File: src/rtl/pc_pkg.sv
// pc_pkg: shared constants and types for the PC sequencer.
//   PC_W            - fetch address width
//   RESET_PC_DEF    - default PC loaded on reset
//   EXC_VECTOR_DEF  - default trap target for misaligned redirects
//   seq_state_e     - RUN / HOLD sequencer states
package pc_pkg;
  localparam int PC_W = 32;
  localparam logic [PC_W-1:0] RESET_PC_DEF   = 32'h0000_0000;
  localparam logic [PC_W-1:0] EXC_VECTOR_DEF = 32'h8000_0180;

  typedef enum logic {
    RUN  = 1'b0,
    HOLD = 1'b1
  } seq_state_e;
endpackage

File: src/rtl/branch_target_adder.sv
// branch_target_adder: combinational W-bit adder, result wraps mod 2^W.
//   a, b : operands
//   sum  : a + b, truncated, no carry out
module branch_target_adder
  import pc_pkg::*;
#(
  parameter int W = PC_W
) (
  input  logic [W-1:0] a,
  input  logic [W-1:0] b,
  output logic [W-1:0] sum
);
  assign sum = a + b;
endmodule

File: src/rtl/pc_sequencer.sv
// pc_sequencer: fetch PC register with branch/jump redirect and stall
// deferral. A redirect seen while stalled is parked in a pending register
// (HOLD state) and applied one cycle after Stall drops; later redirects
// during HOLD are wrong-path and dropped.
//
// Optional feature macro: PC_MISALIGN_TRAP_EN. When defined, a selected
// target with non-zero bits [1:0] is replaced by EXC_VECTOR (checked at
// capture time for deferred redirects) and MisalignExc pulses alongside
// Redirected. When undefined, targets load unchecked and MisalignExc is absent.
//
// Ports:
//   Clk, Rst (sync, active high)
//   Stall                       - hold PC
//   BranchTaken, BranchOffset, BranchBasePC - branch redirect, target = base + offset
//   Jump, JumpTarget            - jump redirect (branch wins if both)
//   PC, PCPlus4                 - current fetch address and PC+4
//   Redirected                  - one-cycle flush pulse, high while PC shows new target
//   PendingRedirect             - high while in HOLD
//   MisalignExc                 - trap pulse (only with PC_MISALIGN_TRAP_EN)
module pc_sequencer
  import pc_pkg::*;
#(
  parameter logic [PC_W-1:0] RESET_PC   = RESET_PC_DEF,
  parameter logic [PC_W-1:0] EXC_VECTOR = EXC_VECTOR_DEF
) (
  input  logic            Clk,
  input  logic            Rst,
  input  logic            Stall,
  input  logic            BranchTaken,
  input  logic [PC_W-1:0] BranchOffset,
  input  logic [PC_W-1:0] BranchBasePC,
  input  logic            Jump,
  input  logic [PC_W-1:0] JumpTarget,
  output logic [PC_W-1:0] PC,
  output logic [PC_W-1:0] PCPlus4,
  output logic            Redirected,
  output logic            PendingRedirect
`ifdef PC_MISALIGN_TRAP_EN
  ,
  output logic            MisalignExc
`endif
);
  seq_state_e      state_q, state_nxt;
  logic [PC_W-1:0] pc_q, pc_nxt;
  logic [PC_W-1:0] pend_q, pend_nxt;
  logic            redir_q, redir_nxt;
  logic [PC_W-1:0] br_tgt, pc_plus4, sel_tgt, ld_tgt;
  logic            redirect;

  branch_target_adder #(.W(PC_W)) u_br_add (
    .a   (BranchBasePC),
    .b   (BranchOffset),
    .sum (br_tgt)
  );

  branch_target_adder #(.W(PC_W)) u_pc4_add (
    .a   (pc_q),
    .b   (32'd4),
    .sum (pc_plus4)
  );

  assign redirect = BranchTaken | Jump;
  assign sel_tgt  = BranchTaken ? br_tgt : JumpTarget;

`ifdef PC_MISALIGN_TRAP_EN
  logic ld_mis;
  logic exc_q, exc_nxt;
  logic pend_mis_q, pend_mis_nxt;
  assign ld_mis = |sel_tgt[1:0];
  assign ld_tgt = ld_mis ? EXC_VECTOR : sel_tgt;
`else
  assign ld_tgt = sel_tgt;
`endif

  always_ff @(posedge Clk) begin
    if (Rst) begin
      state_q <= RUN;
      pc_q    <= RESET_PC;
      pend_q  <= '0;
      redir_q <= 1'b0;
`ifdef PC_MISALIGN_TRAP_EN
      exc_q      <= 1'b0;
      pend_mis_q <= 1'b0;
`endif
    end else begin
      state_q <= state_nxt;
      pc_q    <= pc_nxt;
      pend_q  <= pend_nxt;
      redir_q <= redir_nxt;
`ifdef PC_MISALIGN_TRAP_EN
      exc_q      <= exc_nxt;
      pend_mis_q <= pend_mis_nxt;
`endif
    end
  end

  always_comb begin
    state_nxt = state_q;
    pc_nxt    = pc_q;
    pend_nxt  = pend_q;
    redir_nxt = 1'b0;
`ifdef PC_MISALIGN_TRAP_EN
    exc_nxt      = 1'b0;
    pend_mis_nxt = pend_mis_q;
`endif
    case (state_q)
      RUN: begin
        if (redirect) begin
          if (Stall) begin
            // park the (already checked) target until the stall clears
            pend_nxt  = ld_tgt;
            state_nxt = HOLD;
`ifdef PC_MISALIGN_TRAP_EN
            pend_mis_nxt = ld_mis;
`endif
          end else begin
            pc_nxt    = ld_tgt;
            redir_nxt = 1'b1;
`ifdef PC_MISALIGN_TRAP_EN
            exc_nxt = ld_mis;
`endif
          end
        end else if (!Stall) begin
          pc_nxt = pc_plus4;
        end
      end
      HOLD: begin
        // new redirect requests here are wrong-path: ignored
        if (!Stall) begin
          pc_nxt    = pend_q;
          redir_nxt = 1'b1;
          state_nxt = RUN;
`ifdef PC_MISALIGN_TRAP_EN
          exc_nxt = pend_mis_q;
`endif
        end
      end
      default: state_nxt = RUN;
    endcase
  end

  assign PC              = pc_q;
  assign PCPlus4         = pc_plus4;
  assign Redirected      = redir_q;
  assign PendingRedirect = (state_q == HOLD);
`ifdef PC_MISALIGN_TRAP_EN
  assign MisalignExc = exc_q;
`endif
endmodule

File: config.mk
export PLATFORM = sky130hd
export DESIGN_NAME = pc_sequencer
export DESIGN_NICKNAME = d
export VERILOG_FILES = /design/src/rtl/pc_pkg.sv /design/src/rtl/branch_target_adder.sv /design/src/rtl/pc_sequencer.sv
export SDC_FILE = /design/constraint.sdc
export NUM_CORES = 1
export LEC_CHECK = 0
export ABC_AREA = 1
export CAP_MARGIN = 20
export CORE_MARGIN = 2
export CORE_UTILIZATION = 50
export DETAILED_ROUTE_END_ITERATION = 7
export GPL_ROUTABILITY_DRIVEN = 0
export PLACE_DENSITY = 0.8
export SLEW_MARGIN = 25
export SYNTH_ARGS = -nofsm -noshare
export SYNTH_HDL_FRONTEND = slang
export SYNTH_SLANG_ARGS = --single-unit
File: constraint.sdc
create_clock -name Clk -period 3 [get_ports Clk]
set_input_delay 0.45 -clock Clk [delete_from_list [all_inputs] [get_ports Clk]]
set_output_delay 0.45 -clock Clk [all_outputs]
set_load 0.01 [all_outputs]
==> results.py <==
metrics = {
    "timing": {
        "fin_skew_ns": 0.00469,
        "timing_hold_violations_final": 0,
        "maxSlewViolCount": 0,
        "clock.fmax_ghz": 0.338,
        "min_period_ns": 2.96,
        "relSlewSlack_pct": 64.6,
        "setup_viol": 0,
        "worst_pin_slew_ns": 0.531,
        "period_share_pct": 98.6,
        "hold_slack_ns": 0.480,
        "worst_slack_ns": 0.0433,
    },
    "clocking": {
        "clkSinkCount": 66,
        "cts.clk_slew.worst_paths_ns": 0.05,
        "cts_buffer_depth": 2,
        "clock_latency_ns": 0.33,
        "numCtsBuffers": 9,
        "cts_tree": "done",
        "cts_setup_buffers": 0,
        "htreeDepth": 3,
        "root_buffer": "clkbuf_16",
        "cts_hold_buf": 0,
    },
    "placement": {
        "dpl-instance-area_mm2": 0.00812,
        "dp_slack_ns": 0.216,
        "place.port_buffers": 166,
        "dp_hpwl_um": 16200,
    },
    "route": {
        "routedWlPerCell_um": 14.4,
        "drc": 0,
        "drtAntennaViolNets": 0,
        "drt_iter0_markers": 750,
        "firstDrtPassIters": 5,
        "drt-met1-wl_um": 8690,
        "viasPerCell": 5.33,
        "routed_wirelength_um": 20500,
        "met2_length_um": 9650,
        "routed.top_layer": "met4",
        "dr_wl_met3_um": 1530,
        "vias": 7596,
    },
    "floorplanning": {
        "io-pin-count": 167,
        "die_w_um": 116,
        "start_util_pct": 51.5,
        "rows": 40,
        "dieArea_mm2": 0.0134,
        "core_mm2": 0.0121,
        "dieHeight_um": 116,
    },
    "finish": {
        "filler_cell_count": 1098,
        "final_nets": 1386,
        "multi_input_area_mm2": 0.00414,
        "final_cell_mix": "332 x nand2_1, 170 x inv_1, 166 x clkdlybuf4s50_1",
        "final_common_cell": "nand2_1",
        "antenna_cells": 0,
        "layout-area-overhead-vs-synth_pct": 35.8,
        "drive_gt1_share_pct": 5.41,
        "regArea_mm2": 0.00133,
        "fin_util_pct": 69.9,
        "design_area_mm2": 0.00847,
    },
    "power": {
        "p_per_area_mw_per_mm2": 392,
        "p_total_uw": 3320,
        "p_leak_uw": 0.00422,
        "peakVddDrop_mv": 0.294,
    },
    "job": {
        "max_cap_violations": 0,
    },
    "logic_synthesis": {
        "synth_nets": 1221,
        "synth.area.top_cells": "dfxtp_1 21%, nand2_1 20%, inv_1 10%, nand3_1 7.1%, ha_1 6.4%",
        "syn-mean-instance-area_um2": 5.74,
        "synth_top_cell_by_area": "dfxtp_1",
        "yosysSeqAreaShare_pct": 21.2,
        "synth.distinct_cells": 44,
        "syn_inst": 1087,
        "ys_warn_count": 0,
        "yosys.area.top_type_share_pct": 21.2,
        "syn_area_mm2": 0.00624,
        "ys_seq_elements": 66,
    },
    "critical_path": {
        "critical_path_class": "reg -> out",
        "crit_required_ns": 2.55,
        "arrival_ns": 2.51,
        "r2r_cells": 8,
        "worst-path-max-fanout": 5,
        "startpoint_type": "register",
        "cp-end-kind": "primary output",
    },
    "worst_hold_path": {
        "worst_hold_path.num_cells": 2,
        "hold_class": "reg -> reg",
    },
    "global_routing": {
        "grt_max_degree": 36,
        "grt_usage_pct": 30.3,
        "gr-total-overflow": 0,
        "antenna_found_initial": 0,
        "grt_pass1_vias": 6946,
        "grt_pass1_wl_um": 32300,
    },
    "status": {
        "status": "finished clean",
    },
}
-- final timing paths --
path	to	slack, ns	from
worst max-delay path	PCPlus4[27]	0.04	PC[9]
worst min-delay path	PC[31]	0.48	PC[31]
worst max register to register	PC[27]	1.09	PC[9]
worst min register to register	PC[31]	0.48	PC[31]
-- through the flow --
stage | std cells | TNS (ns)
finish | 1425 | 0
CTS | 1425 | -0.000818
global route | 1425 | -0.0221
floorplan | 1087 | 0
detailed placement | 1409 | 0
global placement | 1409 | 0
-- where the power goes --
part / internal (uW) / leakage [uW] / switching (uW)
clock network: 735 / 0.000156 / 374
logic: 528 / 0.00352 / 654
registers: 957 / 0.000547 / 76.3
total: 2220 / 0.00422 / 1100
-- metal layers --
metal | track usage (%) | vias to the layer above
met4 | 9.84 | 0
met5 | 0 | -
met2 | 53.1 | 353
met1 | 38.4 | 3409
li1 | - | 3778
met3 | 4.39 | 56
-- sequential cells by signal, indices dropped and copies added (netlist names) --
| register | flops |
|---|---|
| PendingRedirect | 1 |
| Redirected | 1 |
| pend_q | 32 |
| PC | 32 |
-- final cells by class --
type                            instances  share of cell area (%)
Timing Repair Buffer                  185                    21.3
Clock inverter                          1                   0.354
Inverter                              180                    7.98
Clock buffer                           15                    3.40
Sequential cell                        66                    15.7
Tap cell                              168                    2.48
Multi-Input combinational cell        810                    48.8
-- what timing repair did --
item                                    CTS  global route
endpoints found under the setup margin    2             8
gates resized for setup                   1            10
pin swaps                                 0             1
-- cells by family (layout without fill, tap and decap cells) --
kind of cell	Yosys count	in the layout	synth area share, %
flops	66	66	21.2
mux	1	1	0.160
compound gates	176	176	15.4
simple gates	568	568	38.9
xor+xnor	32	32	4.49
buf+inv	211	381	13.1
fa+ha+maj	33	33	6.74
-- critical path, stage by stage (launching register included) --
cell             delay [ns]
dfxtp_1                0.45
nand2_1                0.13
nor2_1                 0.19
nand4_1                0.11
nor2_1                 0.29
nand4_1                0.15
xor2_1                 0.27
clkdlybuf4s50_1        0.59
-- synth_stat cells (all sizes together) --
cell and instances:
buf 11, o21a 1, a21oi 76, a31oi 2, xor2 20, nand3b 7
nor4 4, and2 1, clkinv 5, o211ai 10, o21bai 4, a41oi 1
inv 175, nand2 334, o221ai 6, mux2i 1, fa 1, a221oi 1
nor2 104, or2 9, o22ai 1, nor3 11, ha 32, xnor2 12
nand4 8, clkbuf 20, a211oi 2, a21o 2, nand3 90, dfxtp 66
o21ai 70
No activity file was read; power rests on OpenSTA's default activity.
